**src/rtl/serial_frame_tx.sv**
```systemverilog
// Serial frame transmitter: "01" preamble, LSB-first payload, optional even parity (SERIAL_FRAME_TX_PARITY_EN).
// Accept->first bit 1 cycle; tx_ready only in IDLE, so upstream is stalled for the whole frame.
module serial_frame_tx #(
   parameter int DATA_W = 8,
   parameter int CNT_W  = 5
) (
   input  logic              clk,
   input  logic              rst,
   input  logic              tx_valid,
   output logic              tx_ready,
   input  logic [DATA_W-1:0] tx_data,
   output logic              out,
   output logic              busy,
   output logic              done
);

   typedef enum logic [2:0] {
      IDLE,
      PRE0,
      PRE1,
      DATA
`ifdef SERIAL_FRAME_TX_PARITY_EN
      , PAR
`endif
   } state_t;

   state_t            state_q;
   logic [DATA_W-1:0] shift_q;
   logic [CNT_W-1:0]  cnt_q;
   logic              out_q;
   logic              busy_q;
   logic              done_q;
`ifdef SERIAL_FRAME_TX_PARITY_EN
   logic              par_q;
`endif

   assign tx_ready = (state_q == IDLE);
   assign out      = out_q;
   assign busy     = busy_q;
   assign done     = done_q;

   // Outputs are assigned on the edge that enters the state they belong to.
   always_ff @(posedge clk) begin
      if (!rst) begin
         state_q <= IDLE;
         shift_q <= '0;
         cnt_q   <= '0;
         out_q   <= 1'b1;
         busy_q  <= 1'b0;
         done_q  <= 1'b0;
`ifdef SERIAL_FRAME_TX_PARITY_EN
         par_q   <= 1'b0;
`endif
      end else begin
         done_q <= 1'b0;
         case (state_q)
            IDLE: begin
               if (tx_valid) begin
                  shift_q <= tx_data;
                  cnt_q   <= '0;
`ifdef SERIAL_FRAME_TX_PARITY_EN
                  par_q   <= ^tx_data;
`endif
                  state_q <= PRE0;
                  out_q   <= 1'b0;
                  busy_q  <= 1'b1;
               end
            end
            PRE0: begin
               state_q <= PRE1;
               out_q   <= 1'b1;
            end
            PRE1: begin
               state_q <= DATA;
               out_q   <= shift_q[0];
               shift_q <= shift_q >> 1;
            end
            DATA: begin
               if (cnt_q == CNT_W'(DATA_W - 1)) begin
`ifdef SERIAL_FRAME_TX_PARITY_EN
                  state_q <= PAR;
                  out_q   <= par_q;
`else
                  state_q <= IDLE;
                  out_q   <= 1'b1;
                  busy_q  <= 1'b0;
                  done_q  <= 1'b1;
`endif
               end else begin
                  cnt_q   <= cnt_q + CNT_W'(1);
                  out_q   <= shift_q[0];
                  shift_q <= shift_q >> 1;
               end
            end
`ifdef SERIAL_FRAME_TX_PARITY_EN
            PAR: begin
               state_q <= IDLE;
               out_q   <= 1'b1;
               busy_q  <= 1'b0;
               done_q  <= 1'b1;
            end
`endif
            default: begin
               state_q <= IDLE;
               out_q   <= 1'b1;
               busy_q  <= 1'b0;
            end
         endcase
      end
   end

endmodule

```
**config.mk**
```make
export PLATFORM = sky130hd
export DESIGN_NAME = serial_frame_tx
export DESIGN_NICKNAME = d
export VERILOG_FILES = /design/src/rtl/serial_frame_tx.sv
export SDC_FILE = /design/constraint.sdc
export NUM_CORES = 1
export LEC_CHECK = 0
export BUFFER_PORTS_ARGS = -buffer_cell sky130_fd_sc_hd__buf_2
export CORE_UTILIZATION = 46
export CTS_CLUSTER_SIZE = 12
export DETAILED_ROUTE_END_ITERATION = 10
export PLACE_DENSITY = 0.66
export REMOVE_ABC_BUFFERS = 1
export SLEW_MARGIN = 20
export SYNTH_ARGS = -nofsm -noshare
export SYNTH_HDL_FRONTEND = slang
export SYNTH_SLANG_ARGS = --single-unit
```
**constraint.sdc**
```tcl
create_clock -name clk -period 1.88 [get_ports clk]
set_clock_uncertainty 0.2 [all_clocks]
set_input_delay 0.282 -clock clk [delete_from_list [all_inputs] [get_ports clk]]
set_output_delay 0.282 -clock clk [all_outputs]
set_load 0.03 [all_outputs]
```
==> out/qor.csv <==
stage,metric,value,unit
routing,Post-DRT Antenna Nets,0,
pwr,peak supply drop,0.859,mV
floorplan,std cell rows,16,
grt,All-Layer GR Usage,17.9,%
layout,"most common cell after layout, fill and taps aside",dfxtp_1,
routing,drt initial violations,11,
layout,ANT cells,0,
yosys,share of the yosys chip area belonging to registers,34.6,%
yosys,xor-xnor portion of the synthesized cell area,0,%
outcome,status,"complete, no violations",
yosys,Cells after Synth,121,
grt,largest net degree at the start of global routing,17,
sta,Slew Limit Fails,0,
floorplan,CORE AREA,2040,sq um
pwr,Cell Pwr Density,1270,nW/um^2
sta,Hold Slack,0.0753,ns
cts,Num CTS Buffers,3,
grt,met3 Track Usage GR,2.16,%
layout,Multi-input gate area,623,sq um
placed_design,placed cell count,159,
sta,period utilisation layout,94.3,%
yosys,Yosys reg bits,18,
placed_design,post-detail-place hpwl,1.50,mm
routing,WL/cell,12.4,microns
cts,CTS tree,built,
critical_path,nature of the critical path startpoint,register,
placed_design,routability cong.,0.779,
routing,routed vias,883,
cts,clk sink count,18,
yosys,Synth Area in Simple Gates,22.3,%
layout,Register Area,362,sq um
floorplan,Initial Util,51.0,%
layout,layout cell share with drive strength beyond 1,17.8,%
floorplan,die height,49.6,microns
layout,Fill cells,213,
cts,Bufs on Longest Clock Path,2,
yosys,multiplexer share of the synthesized area,14.4,%
floorplan,Top Ports,15,
sta,fmax,0.564,GHz
sta,Slew @ Worst Pin,0.384,ns
layout,"Net count, final",154,
sta,post-route setup TNS,0,ns
worst_hold_path,worst hold path class,in2reg,
routing,final WL,2.01,mm
sta,final-report hold violation count,0,
yosys,Synth Warn #,0,
grt,met2 Use GR,32.4,%
grt,grt peak-use layer,met2,
critical_path,Required @ worst endpoint,1.90,ns
grt,vias in the first global route,820,
critical_path,crit path max fanout,6,
grt,first-pass GRT wire length,3.43,mm
yosys,Post-Synth Adder-Cell Area,7.20,%
yosys,Netlist cell types,24,
critical_path,CP Data Arrival Time,1.80,ns
yosys,"Avg Cell Area, Syn",8.61,sq um
layout,Layout area overhead,13.6,%
pwr,Pleak,0.499,nW
cts,Root Driver,clkbuf_4,
critical_path,CP Capture Type,register,
cts,hold buffer count at cts,0,
floorplan,die width,49.6,microns
job,Max-cap violations,0,
cts,Skew-Pair Late Insertion Delay,0.28,ns
routing,DRT Pass-1 Iters,4,
routing,DR vias/cell,5.45,
sta,endpoints failing setup,0,
placed_design,IO buf count,14,
yosys,main combinational cell family by area after synthesis,simple AND/OR/NAND/NOR gates,
yosys,Synth Area in Compound Gates,15.8,%
critical_path,WS Path Type,reg2reg,
sta,slew margin rel.,73.7,%
yosys,Syn Std Cell Area,1040,sq um
grt,initial antenna violation count,0,
sta,RSZ-0062 raised after global routing,false,
floorplan,die area,2460,sq um
cts,clock slew at reported path FFs,0.10,ns
grt,total congestion overflow,0,
grt,GR Util met1,21.0,%
cts,H-tree lvl count,1,
routing,DR DRC count,0,
layout,most frequent cells in the layout,"dfxtp_1 (17), nand2_1 (15), mux2i_1 (15)",
layout,final std cells w/o fill,162,
sta,post-route minimum period,1.77,ns
Yosys cell counts:
| master | count | share of area (%) |
|---|---|---|
| a211oi_1 | 2 | 1.4 |
| a21oi_1 | 3 | 1.4 |
| and4bb_2 | 1 | 1.2 |
| buf_2 | 2 | 0.96 |
| buf_4 | 1 | 0.72 |
| clkbuf_1 | 5 | 1.8 |
| dfxtp_1 | 18 | 35 |
| ha_1 | 6 | 7.2 |
| inv_1 | 6 | 2.2 |
| mux2i_1 | 15 | 14 |
| nand2_1 | 15 | 5.4 |
| nand2b_1 | 2 | 1.2 |
| nand3_1 | 6 | 2.9 |
| nand3b_1 | 3 | 2.2 |
| nand4bb_1 | 1 | 1.1 |
| nor2_1 | 3 | 1.1 |
| nor3_1 | 1 | 0.48 |
| nor3b_1 | 7 | 5.0 |
| o211a_1 | 1 | 0.96 |
| o211ai_1 | 1 | 0.72 |
| o21a_1 | 7 | 5.0 |
| o21ai_0 | 11 | 5.3 |
| o32a_1 | 1 | 0.96 |
| or3_1 | 3 | 1.8 |
kinds of logic after synthesis:
kind of cell / Yosys count
and+or+nand+nor: 42
adders and majority gates: 6
AOI/OAI and AO/OA: 26
muxes: 15
DFF: 18
buffers and inverters: 14
per-stage QoR:
| stage | setup WS (ns) | power (mW) | util [%] | instance area [sq um] |
|---|---|---|---|---|
| 2_1_floorplan | -0.424 | 1.09 | - | 1010 |
| 3_3_place_gp | 0.207 | 1.29 | 56.8 | 1160 |
| 3_5_place_dp | 0.0847 | 1.32 | 56.8 | 1160 |
| 4_1_cts | 0.0638 | 1.51 | 57.9 | 1180 |
| 5_1_grt | 0.00227 | 1.61 | 58.0 | 1180 |
| 6_report | 0.106 | 1.50 | 58.0 | 1180 |
flip-flops by register name (all words and copies together), names as in the netlist:
register and cells:
busy 1, cnt_q 5, done 1, out 1, shift_q 8, state_q 2
critical path, stage by stage, from the launching register on:
cell and delay (ns):
dfxtp_1 0.41, inv_1 0.09, ha_1 0.26, mux2i_1 0.21, a211oi_1 0.32, mux2i_1 0.21
power breakdown:
part | internal, mW | switching, mW | total, mW
logic | 0.328 | 0.428 | 0.755
clock network | 0.0743 | 0.114 | 0.188
registers | 0.489 | 0.0666 | 0.556
path summary, 6_finish.rpt:
| check | start | to | slack (ns) | cells after the start |
|---|---|---|---|---|
| setup / recovery | state_q[1]$_SDFFE_PN0P_ | cnt_q[2]$_SDFFE_PN0P_ | 0.11 | 5 |
| hold reg to reg | shift_q[0]$_SDFFE_PN0P_ | shift_q[0]$_SDFFE_PN0P_ | 0.27 | 2 |
| setup reg to reg | state_q[1]$_SDFFE_PN0P_ | cnt_q[2]$_SDFFE_PN0P_ | 0.11 | 5 |
| hold / removal | tx_data[7] | shift_q[7]$_SDFFE_PN0P_ | 0.08 | 3 |
per-layer routing:
metal | part of all wire [%] | vias to the layer above
met5 | 0 | -
met3 | 2.6 | 2
met1 | 46 | 414
met2 | 50 | 14
met4 | 0.70 | 0
li1 | - | 453
area by class of cell:
class / instances / share of cell area (%)
flip-flops and latches: 18 / 30.5
multi-input cells: 89 / 52.6
repair buffers: 19 / 10.1
well taps: 27 / 2.85
clock buffers: 3 / 1.90
inverters: 6 / 1.90
what timing repair did:
| item | CTS | global route |
|---|---|---|
| endpoints found under the setup margin | 0 | 3 |
| setup buffers | 0 | 0 |
| resized for setup | 0 | 1 |
Note: power is estimated with default switching activity, not from simulation.
